<file path="src/rtl/reg_write_arbiter_pkg.sv">
// Shared types and helpers for the round-robin register write arbiter.
// Holds the FSM state encoding, default sizes and the one-hot helper.
package reg_write_arbiter_pkg;

  localparam int N_REQ_DEF = 4;
  localparam int WIDTH_DEF = 8;
  localparam int MAX_REQ   = 8;

  typedef enum logic [1:0] {
    IDLE    = 2'd0,
    GRANT   = 2'd1,
    ACK     = 2'd2,
    RELEASE = 2'd3
  } state_e;

  function automatic logic [MAX_REQ-1:0] onehot(
    input logic [2:0] idx
  );
    return MAX_REQ'(1) << idx;
  endfunction

endpackage

</file>
<file path="src/rtl/reg_write_arbiter_rr_picker.sv">
// Round-robin winner search starting at ptr, wrapping modulo N_REQ.
// Purely combinational; the first requesting index at or after ptr wins.
module rr_picker
  import reg_write_arbiter_pkg::*;
#(
  parameter int N_REQ = N_REQ_DEF,
  parameter int IW    = (N_REQ > 1) ? $clog2(N_REQ) : 1
) (
  input  logic [N_REQ-1:0] req,
  input  logic [IW-1:0]    ptr,
  output logic [IW-1:0]    winner,
  output logic             any_req
);

  int            sum;
  logic [IW-1:0] idx;

  // Scan from the farthest offset down so the nearest one wins last.
  always_comb begin
    winner  = '0;
    any_req = 1'b0;
    sum     = 0;
    idx     = '0;
    for (int k = N_REQ - 1; k >= 0; k--) begin
      sum = int'(ptr) + k;
      if (sum >= N_REQ) sum = sum - N_REQ;
      idx = IW'(sum);
      if (req[idx]) begin
        winner  = idx;
        any_req = 1'b1;
      end
    end
  end

endmodule

</file>
<file path="src/rtl/reg_write_arbiter.sv">
// Round-robin write arbiter driving one enable-gated register.
// Four-phase req/ack; exactly one registered regEn pulse per grant.
module reg_write_arbiter
  import reg_write_arbiter_pkg::*;
#(
  parameter int N_REQ = N_REQ_DEF,
  parameter int WIDTH = WIDTH_DEF
) (
  input  logic                   clk,
  input  logic                   rst_n,
  input  logic [N_REQ-1:0]       req,
  input  logic [N_REQ*WIDTH-1:0] wrData,
  output logic [N_REQ-1:0]       grant,
  output logic [N_REQ-1:0]       ack,
  output logic                   regEn,
  output logic [WIDTH-1:0]       regData,
  output logic                   busy
);

  localparam int IW = (N_REQ > 1) ? $clog2(N_REQ) : 1;

  state_e             state_q, state_d;
  logic [IW-1:0]      ptr_q, ptr_d;
  logic [IW-1:0]      win_q, win_d;
  logic [N_REQ-1:0]   grant_q, grant_d;
  logic [N_REQ-1:0]   ack_q, ack_d;
  logic               regen_q, regen_d;
  logic [WIDTH-1:0]   data_q, data_d;
  logic               busy_q, busy_d;
  logic [IW-1:0]      pick;
  logic               any_req;
  logic [MAX_REQ-1:0] oh_pick;

  rr_picker #(
    .N_REQ (N_REQ),
    .IW    (IW)
  ) u_pick (
    .req     (req),
    .ptr     (ptr_q),
    .winner  (pick),
    .any_req (any_req)
  );

  always_ff @(posedge clk or negedge rst_n) begin
    if (!rst_n) state_q <= IDLE;
    else        state_q <= state_d;
  end

  always_comb begin
    state_d = state_q;
    unique case (state_q)
      IDLE:    if (any_req) state_d = GRANT;
      GRANT:   state_d = ACK;
      ACK:     state_d = RELEASE;
      RELEASE: if (!req[win_q]) state_d = IDLE;
    endcase
  end

  // Output bundle is computed one cycle ahead so every port is a flop.
  always_comb begin
    ptr_d   = ptr_q;
    win_d   = win_q;
    grant_d = grant_q;
    ack_d   = '0;
    regen_d = 1'b0;
    data_d  = data_q;
    busy_d  = busy_q;
    oh_pick = onehot(3'(pick));
    unique case (state_q)
      IDLE: begin
        if (any_req) begin
          win_d   = pick;
          grant_d = oh_pick[N_REQ-1:0];
          regen_d = 1'b1;
          data_d  = wrData[pick*WIDTH +: WIDTH];
          busy_d  = 1'b1;
        end
      end
      GRANT:   ack_d = grant_q;
      ACK: begin
        if (win_q == IW'(N_REQ - 1)) ptr_d = '0;
        else                         ptr_d = win_q + 1'b1;
      end
      RELEASE: begin
        if (!req[win_q]) begin
          grant_d = '0;
          busy_d  = 1'b0;
        end
      end
    endcase
  end

  always_ff @(posedge clk or negedge rst_n) begin
    if (!rst_n) begin
      ptr_q   <= '0;
      win_q   <= '0;
      grant_q <= '0;
      ack_q   <= '0;
      regen_q <= 1'b0;
      data_q  <= '0;
      busy_q  <= 1'b0;
    end else begin
      ptr_q   <= ptr_d;
      win_q   <= win_d;
      grant_q <= grant_d;
      ack_q   <= ack_d;
      regen_q <= regen_d;
      data_q  <= data_d;
      busy_q  <= busy_d;
    end
  end

  assign grant   = grant_q;
  assign ack     = ack_q;
  assign regEn   = regen_q;
  assign regData = data_q;
  assign busy    = busy_q;

endmodule
</file>
<file path="config.mk">
export PLATFORM = sky130hd
export DESIGN_NAME = reg_write_arbiter
export DESIGN_NICKNAME = d
export VERILOG_FILES = /design/src/rtl/reg_write_arbiter_pkg.sv /design/src/rtl/reg_write_arbiter_rr_picker.sv /design/src/rtl/reg_write_arbiter.sv
export SDC_FILE = /design/constraint.sdc
export NUM_CORES = 1
export LEC_CHECK = 0
export CAP_MARGIN = 20
export CORE_ASPECT_RATIO = 0.8
export CORE_MARGIN = 4
export CORE_UTILIZATION = 44
export CTS_CLUSTER_SIZE = 24
export DETAILED_ROUTE_END_ITERATION = 8
export PLACE_DENSITY_LB_ADDON = 0.15
export SYNTH_ARGS = -nofsm -noshare
export SYNTH_HDL_FRONTEND = slang
export SYNTH_SLANG_ARGS = --single-unit
</file>
<file path="constraint.sdc">
create_clock -name clk -period 2.6 [get_ports clk]
set_input_delay 0.26 -clock clk [delete_from_list [all_inputs] [get_ports clk]]
set_output_delay 0.26 -clock clk [all_outputs]
set_load 0.02 [all_outputs]
</file>
==> run_results.csv <==
group,metric,value,unit
global_route,grt_start_max_net_pins,25,
placement,portBuffers,55,
critical_path,required,2.73,ns
critical_path,endpoint_kind,"flip-flop",
cts,cts_tree,"done",
cts,postCtsHoldBufs,0,
logic_synthesis,synth.area.top_cells,"dfrtp_1 (41%), a2111oi_4 (13%), mux2i_1 (6.2%), ha_1 (5.2%), a211oi_1 (4.1%)",
logic_synthesis,syn_nets,174,
global_route,grt_usage,0.178,
timing,max_freq,495,MHz
routing,vias,1218,
critical_path,critPathSlowestCell,"clkdlybuf4s50_1",
power,p_sw_frac,0.414,
timing,fin_ws,0.578,ns
logic_synthesis,syn_avg_cell_area,11.2,um^2
cts,cts_setup_buffers,0,
logic_synthesis,synthCells,130,
cts,cts_root_buffer,"clkbuf_8",
logic_synthesis,synth_top_area_share,0.413,
timing,worst_slew_pin_slew,0.409,ns
logic_synthesis,yosys_warnings,0,
final_layout,fillers,245,
timing,setup_viol,0,
critical_path,path_class,"input pin to flip-flop",
critical_path,cp.arrival,2.15,ns
critical_path,startpoint_type,"input pin",
min_path,holdCritPathClass,"input pin to async pin",
routing,ant_nets,0,
outcome,outcome,"complete, no violations",
run,maxCapViolations,0,
logic_synthesis,synth-main-ff-cell,"dfrtp_1",
timing,fin_crit,2.02,ns
power,total_power,2.29,mW
cts,clk_path_buf_depth,2,
routing,drc,0,
global_route,grt_pass1_vias,1245,
critical_path,slowest_delay,0.52,ns
placement,hpwl,2730,um
final_layout,nets,234,
final_layout,final_cell_mix,"clkdlybuf4s50_1 (55), dfrtp_1 (24), nand2_1 (14), nor2_1 (10)",
cts,cts_resized,0,
die,core,3130,um^2
die,die_w,72.3,um
power,leakagePower,0.890,nW
critical_path,critPathLaunch,"req[0]",
die,io_pins,56,
timing,maxSlewViolCount,0,
timing,tns,0,ns
routing,routed_wl,3590,um
timing,hold_violations,0,
cts,cts_htree_levels,1,
die,die_h,59.4,um
power,seqPwrFrac,0.285,
global_route,grt_first_pass_wirelength,5920,um
timing,rsz0062_at_grt,"false",
routing,firstDrtPassIters,4,
routing,drt_iter0_markers,73,
logic_synthesis,synth_top_area_cell,"dfrtp_1",
timing,finalCritPeriodShare,0.778,
final_layout,final_layout_size_suffix_gt1_frac,0.127,
cts,clk_pin_slew,0.08,ns
power,p_int,1.34,mW
final_layout,post-route-util,0.688,
routing,wl_per_cell,15.7,um
logic_synthesis,syn-cell-area,1460,um^2
timing,slew_headroom,0.720,
global_route,antenna_found_initial,0,
power,powerDensity,1060,nW/um^2
placement,dp_slack,0.300,ns
power,ir_drop,0.706,mV
cts,clk_latency,0.27,ns
die,die-area,4300,um^2
power,pwr-share-comb,0.573,
timing,clock_skew,0.000966,ns
cts,cts_num_sinks,24,
logic_synthesis,synth_async_sr_flop_share,1.00,
logic_synthesis,yosys.cell_types.count,34,
final_layout,final_common_cell,"clkdlybuf4s50_1",
power,clkPwrFrac,0.142,
final_layout,syn_to_final_growth,48.0,%
die,start_util,0.465,
logic_synthesis,synth_enable_flop_cells,0,
cts,cts-buffers-inserted,3,
critical_path,path_cells,"clkdlybuf4s50_1 > mux2i_1 > nor2_2 > a311o_2 > buf_12 > a2111oi_4 > a211oi_1",
global_route,grt.overflow.total,0,
critical_path,crit_fanout,13,
logic_synthesis,synth-seq-area-share,0.413,
final_layout,antenna_cells,0,
logic_synthesis,ys_seq_elements,24,
power,power_switching,946,uW
critical_path,r2r_start,"ptr_q[1]",
placement,gp_congestion,0.846,
die,placementRows,18,
routing,routed_via_density,5.32,
==> cells in the mapped netlist, types with 2 or more instances <==
cell type,count
a2111oi_4,7
a211oi_1,8
a21o_1,2
a21oi_1,2
and2_1,5
buf_2,2
buf_6,2
dfrtp_1,24
ha_1,6
inv_1,4
mux2i_1,9
nand2_1,14
nor2_1,10
nor3_1,9
o21ai_0,6
o21ai_1,2
==> path summary, 6_finish.rpt <==
path                               to  slack (ns)  cells after the start
min                            ack[3]        0.35                      2
max                        regData[7]        0.58                      7
max reg2reg                regData[7]        0.60                      6
max in group asynchronous    win_q[1]        2.02                      2
min in group clk                 busy        0.50                      1
min reg2reg                      busy        0.50                      1
==> metrics by stage <==
| stage | area (um^2) | hold slack [ns] | std cells |
|---|---|---|---|
| 4_1_cts | 2150 | 0.359 | 229 |
| 3_3_place_gp | 2080 | 0.470 | 225 |
| 6_report | 2150 | 0.347 | 229 |
| 3_5_place_dp | 2080 | 0.480 | 225 |
| 2_1_floorplan | 1460 | -0.0356 | 130 |
| 5_1_grt | 2150 | 0.377 | 229 |
==> worst max-delay path: cells and delay by family <==
family	cells	cell delay, ns
multiplexers	1	0.20
buffers and inverters	2	0.72
AND/OR/NAND/NOR	1	0.06
AO/OA/AOI/OAI	3	0.90
==> layer usage <==
| layer | global-route usage | up-vias | share of wire |
|---|---|---|---|
| li1 | - | 602 | - |
| met1 | 0.244 | 569 | 0.45 |
| met2 | 0.279 | 43 | 0.47 |
| met3 | 0.0525 | 4 | 0.078 |
| met4 | 0.0402 | 0 | 0.0067 |
| met5 | 0 | - | 0 |
==> state kept, by name, summed over array words and instances, names as in the netlist <==
signal and count:
regData 8, busy 1, win_q 2, ptr_q 2, grant 4, ack 4, regEn 1, state_q 2
==> area by class of cell <==
cell class                      count  area, um^2  area share
Clock buffer                        3        41.3      0.0192
Clock inverter                      1        30.0      0.0139
Inverter                            5        18.8     0.00872
Multi-Input combinational cell     95         792       0.368
Sequential cell                    24         601       0.279
Tap cell                           40        50.0      0.0232
Timing Repair Buffer               61         621       0.288
==> kinds of logic after synthesis <==
logic type               Yosys count  synth area share
AND/OR/NAND/NOR                   43             0.138
AO/OA/AOI/OAI                     35             0.269
flip-flops                        24             0.413
buffers and inverters             11            0.0430
multiplexers                      11            0.0851
adder cells (fa/ha/maj)            6            0.0516
==> power groups by stage <==
| stage | clock network (mW) | logic [mW] | registers (mW) |
|---|---|---|---|
| floorplan | 0 | 0.721 | 0.761 |
| global placement | 0 | 1.27 | 0.650 |
| detailed placement | 0 | 1.31 | 0.658 |
| CTS | 0.332 | 1.32 | 0.651 |
| global route | 0.353 | 1.43 | 0.675 |
| finish | 0.325 | 1.31 | 0.651 |
(Power assumes the default switching activity.)
